## config.mk

```make
export PLATFORM = sky130hd
export DESIGN_NAME = huff_encoder_n
export DESIGN_NICKNAME = d
export VERILOG_FILES = /design/src/rtl/huff_encoder_n.sv
export SDC_FILE = /design/constraint.sdc
export NUM_CORES = 1
export LEC_CHECK = 0
export ABC_CLOCK_PERIOD_IN_PS = 8400
export CAP_MARGIN = 20
export CORE_ASPECT_RATIO = 1.75
export CORE_MARGIN = 2
export CORE_UTILIZATION = 54
export DETAILED_ROUTE_END_ITERATION = 6
export GPL_ROUTABILITY_DRIVEN = 1
export PLACE_DENSITY = 0.77
export SLEW_MARGIN = 20
export SYNTH_ARGS = -nofsm -noshare
export SYNTH_HDL_FRONTEND = slang
export SYNTH_SLANG_ARGS = --single-unit
```

## constraint.sdc

```tcl
create_clock -name clk -period 8.4 [get_ports clk]
set_input_delay 1.68 -clock clk [delete_from_list [all_inputs] [get_ports clk]]
set_output_delay 1.68 -clock clk [all_outputs]
set_load 0.01 [all_outputs]
```

## src/rtl/huff_encoder_n.sv

```systemverilog
// Vector Huffman encoder: loads NUM_SYM char/freq pairs, builds the code tree with
// one merge per cycle, then streams one code word per leaf in arrival order.
module huff_encoder_n #(
    parameter int NUM_SYM = 3,
    parameter int CHAR_W  = 8,
    parameter int FREQ_W  = 3,
    parameter int CODE_W  = NUM_SYM - 1,
    parameter int LEN_W   = $clog2(NUM_SYM) + 1
) (
    input  logic              clk,
    input  logic              reset,
    input  logic              in_valid,
    input  logic [CHAR_W-1:0] in_char,
    input  logic [FREQ_W-1:0] in_freq,
    output logic              in_ready,
    output logic              out_valid,
    output logic [CHAR_W-1:0] out_char,
    output logic [LEN_W-1:0]  out_len,
    output logic [CODE_W-1:0] out_code,
    output logic [CODE_W-1:0] out_mask,
    output logic              out_last,
    input  logic              out_ready
);

    localparam int IDX_W = $clog2(NUM_SYM);
    localparam int WGT_W = FREQ_W + 3;
    localparam logic [IDX_W-1:0] LAST_IDX  = IDX_W'(NUM_SYM - 1);
    localparam logic [IDX_W-1:0] BUILD_END = IDX_W'(NUM_SYM - 2);

    typedef enum logic [1:0] {S_LOAD, S_BUILD, S_EMIT} state_t;

    state_t             state_q, state_d;
    logic [IDX_W-1:0]   cnt_q, cnt_d;

    logic [CHAR_W-1:0]  leaf_char [NUM_SYM];
    logic [CODE_W-1:0]  leaf_code [NUM_SYM];
    logic [LEN_W-1:0]   leaf_len  [NUM_SYM];
    logic [IDX_W-1:0]   leaf_grp  [NUM_SYM];
    logic [WGT_W-1:0]   grp_w     [NUM_SYM];
    logic [NUM_SYM-1:0] grp_act;

    logic               accept, out_hs;
    logic [IDX_W-1:0]   min1, min2;
    logic [WGT_W-1:0]   best1, best2;
    logic               found1, found2;

    assign in_ready = (state_q == S_LOAD);
    assign accept   = in_valid && in_ready;
    assign out_hs   = out_valid && out_ready;

    // Cnt doubles as load index, merge counter and emit index.
    always_comb begin
        // NOTE: every always_comb output gets a default first so no path infers a latch.
        state_d = state_q;
        cnt_d   = cnt_q;
        case (state_q)
            S_LOAD: if (accept) begin
                state_d = (cnt_q == LAST_IDX) ? S_BUILD : S_LOAD;
                cnt_d   = (cnt_q == LAST_IDX) ? '0 : cnt_q + IDX_W'(1);
            end
            S_BUILD: begin
                state_d = (cnt_q == BUILD_END) ? S_EMIT : S_BUILD;
                cnt_d   = (cnt_q == BUILD_END) ? '0 : cnt_q + IDX_W'(1);
            end
            S_EMIT: if (out_hs) begin
                state_d = (cnt_q == LAST_IDX) ? S_LOAD : S_EMIT;
                cnt_d   = (cnt_q == LAST_IDX) ? '0 : cnt_q + IDX_W'(1);
            end
            default: begin
                state_d = S_LOAD;
                cnt_d   = '0;
            end
        endcase
    end

    always_ff @(posedge clk or posedge reset) begin
        // NOTE: sequential state uses non-blocking assignments so all registers update together.
        if (reset) begin
            state_q <= S_LOAD;
            cnt_q   <= '0;
        end else begin
            state_q <= state_d;
            cnt_q   <= cnt_d;
        end
    end

    // Two lightest active groups; strict compare keeps the lowest index on ties.
    always_comb begin
        min1   = '0;
        min2   = '0;
        best1  = '0;
        best2  = '0;
        found1 = 1'b0;
        found2 = 1'b0;
        for (int i = 0; i < NUM_SYM; i++) begin
            if (grp_act[i] && (!found1 || grp_w[i] < best1)) begin
                min1   = IDX_W'(i);
                best1  = grp_w[i];
                found1 = 1'b1;
            end
        end
        for (int i = 0; i < NUM_SYM; i++) begin
            if (grp_act[i] && IDX_W'(i) != min1 && (!found2 || grp_w[i] < best2)) begin
                min2   = IDX_W'(i);
                best2  = grp_w[i];
                found2 = 1'b1;
            end
        end
    end

    always_ff @(posedge clk or posedge reset) begin
        if (reset) begin
            // NOTE: the leaf/group arrays are reset explicitly so no stale vector survives a reset.
            for (int j = 0; j < NUM_SYM; j++) begin
                leaf_char[j] <= '0;
                leaf_code[j] <= '0;
                leaf_len[j]  <= '0;
                leaf_grp[j]  <= '0;
                grp_w[j]     <= '0;
            end
            grp_act <= '0;
        end else if (accept) begin
            leaf_char[cnt_q] <= in_char;
            leaf_code[cnt_q] <= '0;
            leaf_len[cnt_q]  <= '0;
            leaf_grp[cnt_q]  <= cnt_q;
            grp_w[cnt_q]     <= WGT_W'(in_freq);
            grp_act[cnt_q]   <= 1'b1;
        end else if (state_q == S_BUILD) begin
            for (int j = 0; j < NUM_SYM; j++) begin
                if (leaf_grp[j] == min1) begin
                    leaf_len[j] <= leaf_len[j] + LEN_W'(1);
                end else if (leaf_grp[j] == min2) begin
                    leaf_code[j] <= leaf_code[j] | (CODE_W'(1) << leaf_len[j]);
                    leaf_len[j]  <= leaf_len[j] + LEN_W'(1);
                    leaf_grp[j]  <= min1;
                end
            end
            grp_w[min1]   <= best1 + best2;
            grp_act[min2] <= 1'b0;
        end
    end

    assign out_valid = (state_q == S_EMIT);
    assign out_char  = out_valid ? leaf_char[cnt_q] : '0;
    assign out_len   = out_valid ? leaf_len[cnt_q]  : '0;
    assign out_code  = out_valid ? leaf_code[cnt_q] : '0;
    assign out_mask  = out_valid ? ~({CODE_W{1'b1}} << leaf_len[cnt_q]) : '0;
    assign out_last  = out_valid && (cnt_q == LAST_IDX);

endmodule

```

# == Yosys cells after proc, flatten, opt, wreduce, memory -nomap -nowiden ==
# Index checks and enable logic that the tools add are counted.
# W data, S select, Z words.
# word_totals
input_bits,15
elab_cells,191
ff_bits,70
# op_classes
add_sub_neg,5
n_bitwise,13
n_mux,84
eq_ne,17
magnitude_cmp,12
shifts,4
reduce_logical,38
# ops
operator,n
$mux W6,12
$mux W2,27
$bwmux W18,2
$mux W18,2
$mux W3,12
$mux W8,4
$bwmux W24,1
$demux W6 S2,2
$lt A6 B6 Y1,4
$mux W9,2
$bmux W8 S2,1
$demux W8 S2,1
$logic_and A1 B1 Y1,14
$eq A2 B2 Y1,6
$pmux W2 S3,2
$reduce_bool A2 Y1,5
$add A3 B1 Y3 const B,3
$and A9 B9 Y9,1
$mux W1,9
$not A9 Y9,1
$reduce_and A3 Y1,3
$reduce_bool A3 Y1,3
$shl A1 B3 Y2 const A,3
$reduce_and A2 Y1,4
other kinds (30),49

# == Longest topological paths before layout ==
# depth
depth_word,28
ltp_mapped,46
ltp_nobuf,39

# == Worst setup path before layout ==
# Ideal clock, no wire load.
# synth_path
kind,register -> register
from,register grp_act[0]
to,register grp_w[4] in the netlist's numbering
stages_incl_launch_ff,47
path_slack_ps,-454
arrival_ps,8722
required_ps,8268
n_path_buf,7
path_cell_list,dfrtp_1 -> buf_4 -> clkbuf_1 -> nand2_1 -> ha_1 -> a21o_1 -> a211oi_2 -> and2_1 -> clkbuf_1 -> o21a_1 -> clkbuf_1 -> nor2_1 -> a21oi_1 -> ha_1 -> a211oi_1 -> o221a_2 -> and3_1 -> or3_1 -> (+11 left out) -> a21o_1 -> a21o_1 -> a21oi_1 -> nor3b_2 -> o21ai_4 -> and2_4 -> buf_6 -> clkbuf_1 -> nor2_1 -> a21oi_1 -> ha_1 -> fa_1 -> a21o_1 -> a21oi_1 -> xor2_1 -> nor3_1 -> a21oi_1 -> o21ai_0
# synth_between
elab_chain_cells,24
elab_cells_between_ends,44
classes_between,add/sub (1); order compare (6); eq/ne (2); mux (17); bitwise (1); reduce/logical (17)
# synth_lines
element,line,text
"start, declared",40,logic [NUM_SYM-1:0] grp_act;
"start signal, assigned",121,grp_act <= '0;
"start signal, assigned by index",128,grp_act[cnt_q] <= 1'b1;
"start signal, assigned by index",140,grp_act[min2] <= 1'b0;
$mux W6 / $mux W1 (equally long branches),96,if (grp_act[i] && (!found1 || grp_w[i] < best1)) begin
$lt A6 B6 Y1 / $logic_not A1 Y1 (equally long branches),96,
$logic_or A1 B1 Y1,96,
$logic_and A1 B1 Y1,96,
$mux W6 / $mux W1 (equally long branches),96,
$lt A6 B6 Y1 / $logic_not A1 Y1 (equally long branches),96,
$logic_or A1 B1 Y1,96,
$logic_and A1 B1 Y1,96,
(+8 left out),-,
$lt A6 B6 Y1 / $logic_not A1 Y1 (equally long branches),103,if (grp_act[i] && IDX_W'(i) != min1 && (!found2 || grp_w[i] < best2)) begin
$logic_or A1 B1 Y1,103,
$logic_and A1 B1 Y1,103,
$mux W6,103,
$add A6 B6 Y6,139,grp_w[min1] <= best1 + best2;
$bwmux W18 *,139,
$mux W18 *,129,end else if (state_q == S_BUILD) begin
$mux W18 *,122,end else if (accept) begin
"end signal, assigned by index",127,grp_w[cnt_q] <= WGT_W'(in_freq);
"end signal, assigned by index",139,
"end, declared",39,logic [WGT_W-1:0] grp_w [NUM_SYM];
# Mark *: on every way between the ends. The rest lies on a longest branch, timed or not. The select of a mux whose other input is x is not followed.
# A chain may end at the register's enable or synchronous reset.

# == Final worst setup path ==
# layout_path
from,register grp_act[0]
to,register grp_w[11] in the netlist's numbering
# The elaborated chain is that of the path after synthesis.

==> reports/summary.txt <==
Result of the run = completed
Final critical path time including I/O delays and setup = 7.99 ns
Arrival time at the worst endpoint = 8.19 ns
Crit path required time = 8.60 ns
Via density = 6.45
Main synth FF type = dfrtp_1
Wire length the detailed router placed on met1 = 5.66 mm
Number of library cell types mapped by synthesis = 74
DR top layer = met4
Syn Inst Count = 624
Number of buffers inserted during clock tree synthesis = 9
Global-route usage over all layers = 32.4%
Clock buffer depth = 2
Ratio of cells with drive above 1 in the final layout = 14.0%
Clock H-tree levels = 3
Syn nets = 668
Clock Tree Root = clkbuf_16
Relative slew margins = 35.6%
Number of enable flip-flop cells after synthesis = 0
Drt drc = 0
DRC violation total after the first TritonRoute iteration = 378
Clock Pin Slew Worst Setup and Hold Paths = 0.06 ns
Number of endpoints with negative hold slack in the final report = 0
Top-level port count = 33
Antenna violations before repair = 0
Hold WS = 0.473 ns
Clock insertion delay at the later pin of the skew report = 0.34 ns
Syn. warnings = 0
Share of flip-flops with an asynchronous set or reset = 100%
Number of global-route vias before repair = 4976
First-pass GRT wire length = 25.4 mm
Met2 WL = 8.38 mm
Endpoint class of the critical path = flip-flop
Count of port buffers added during placement = 32
Reported max-cap violation count = 0
Post-Route Skew = 0.00373 ns
Largest fanout on the critical path = 11
Final HPWL DP = 11.6 mm
Initial Util = 55.6%
Syn_area_per_cell = 8.05 um^2
NumNets Final = 710
Largest net degree at the start of global routing = 71
Placeable core area = 9040 um^2
Sequential element share of the synthesized area = 34.9%
Worst Hold Class = flip-flop to flip-flop
Portion of the clock cycle consumed by the worst path in the final layout = 95.1%
Crit path largest cell delay = 0.46 ns
Chip Height = 132 um
Cell with the largest stage delay on the worst path = o41ai_2
CTS tree = yes
Detailed-routed wire length on met3 = 823 um
Total wire length after detailed routing = 16.2 mm
Router iterations before antenna repair = 5
Die Area = 10100 um^2
Average wire length per cell after detail routing = 20.5 um
# setup viols final = 0
Antenna-violating nets left = 0
Antenna cells = 0
Kind of critical path = flip-flop to flip-flop
Least-Margin Pin Slew = 0.963 ns
Max Clk Rate = 125 MHz
Flops & latches, synth = 70
Slew Limit Fails = 0
Post-CTS Hold Fix Bufs = 0
Worst setup SP type = flip-flop
Most repeated library cell on the critical path = ha_1
CTS sink count = 70
Routed via count = 5099
Synth Cell Area = 5020 um^2
Overflow left after global routing = 0
Standard-cell rows = 46
Global placement routability congestion = 1.04
Die width = 76.9 um
Layout overhead on the synthesized area = 20.0%
-- cell usage in the layout, fill, tap and decap left out, types with 4 or more instances in the layout --
cell type / n
a211oi_1: 4
a21o_1: 8
a21oi_1: 46
a21oi_2: 7
a22o_1: 5
a22oi_1: 7
a32o_1: 4
and2_1: 5
and3_1: 5
and4_1: 4
buf_4: 33
clkbuf_16: 9
clkdlybuf4s50_1: 32
dfrtp_1: 68
ha_1: 27
inv_1: 13
mux2i_1: 19
nand2_1: 127
nand2b_1: 8
nand3_1: 23
nand4_1: 6
nor2_1: 73
nor2b_1: 4
nor3_1: 10
o211ai_1: 6
o21ai_0: 26
o21ai_1: 5
o22ai_1: 4
o32ai_1: 4
or2_2: 7
-- sequential cells by signal, indices dropped and copies added (netlist names) --
signal / flops
cnt_q: 2
grp_act: 3
grp_w: 18
leaf_char: 24
leaf_code: 6
leaf_grp: 6
leaf_len: 9
state_q: 2
-- worst max-delay path: cells and delay by family, from the launching register on --
kind	cells	cell delay (ns)
AO/OA/AOI/OAI	18	3.31
AND/OR/NAND/NOR	12	1.85
adder cells (fa/ha/maj)	5	1.53
buffers and inverters	3	0.49
flip-flops	1	0.41
XOR/XNOR	1	0.27
-- metal layers --
layer	GRT usage, %	up-vias
li1	-	2314
met1	34.0	2461
met2	57.2	239
met3	4.12	85
met4	25.1	0
met5	0	-
-- area by class of cell --
| cell class | instances | area (um^2) |
|---|---|---|
| fill | 753 | 3010 |
| clock inverter | 6 | 116 |
| timing repair buffer | 66 | 573 |
| inverter | 14 | 52.6 |
| multi-input combinational | 505 | 3140 |
| sequential | 70 | 1750 |
| clock buffer | 10 | 239 |
| tap | 120 | 150 |
-- cells by family after synthesis --
kind of cell	after synthesis	share of synthesized area, %
AO/OA/AOI/OAI	163	22.6
XOR/XNOR	4	0.698
adder cells (fa/ha/maj)	29	7.38
buffers and inverters	49	4.14
flip-flops	70	34.9
multiplexers	19	3.79
AND/OR/NAND/NOR	290	26.5
-- synth_stat cells (6+ instances only) --
library cell  number  area [um^2]
o21ai_0           28          140
nand3_1           23          115
mux2i_1           19          190
nor3_1            10         50.1
a21o_1             8         60.1
a21oi_1           52          260
clkbuf_1          28          105
a22oi_1            7         52.6
nand4_1            6         37.5
dfrtp_1           70         1750
o211ai_1           6         45.0
ha_1              28          350
or2_2              7         43.8
nor2_1            75          282
nand2_1          127          477
nand2b_1           8         50.1
inv_1             14         52.6
-- metrics by stage --
step / std cells / setup slack (ns) / cell area, um^2 / utilization, % / TNS [ns]
6_report: 791 / 0.411 / 6020 / 66.7 / 0
5_1_grt: 791 / -0.0664 / 6020 / 66.7 / -0.202
4_1_cts: 779 / 0.0337 / 5870 / 64.9 / 0
3_5_place_dp: 763 / 0.144 / 5510 / 61.0 / 0
3_3_place_gp: 763 / 0.361 / 5510 / 61.0 / 0
2_1_floorplan: 624 / 0.0214 / 5040 / - / 0
-- worst paths after layout --
check	start	to	slack, ns	depth (start not counted)
max	grp_act[0]$_DFFE_PP0P_	grp_w[11]$_DFFE_PP0P_	0.41	39
min	leaf_char[15]$_DFFE_PP0P_	leaf_char[15]$_DFFE_PP0P_	0.47	2
max reg2reg	grp_act[0]$_DFFE_PP0P_	grp_w[11]$_DFFE_PP0P_	0.41	39
min reg2reg	leaf_char[15]$_DFFE_PP0P_	leaf_char[15]$_DFFE_PP0P_	0.47	2
max in group asynchronous	reset	grp_w[17]$_DFFE_PP0P_	5.80	3
min in group asynchronous	reset	grp_w[6]$_DFFE_PP0P_	1.94	3
-- timing repair --
| action | CTS | global route |
|---|---|---|
| gates resized for setup | 0 | 18 |
| setup endpoints to repair | 0 | 15 |
| buffers inserted | 0 | 11 |
Power is left out: the tool's default activity adds up to more than one toggle a clock period on the data nets, which glitch-free logic cannot reach.
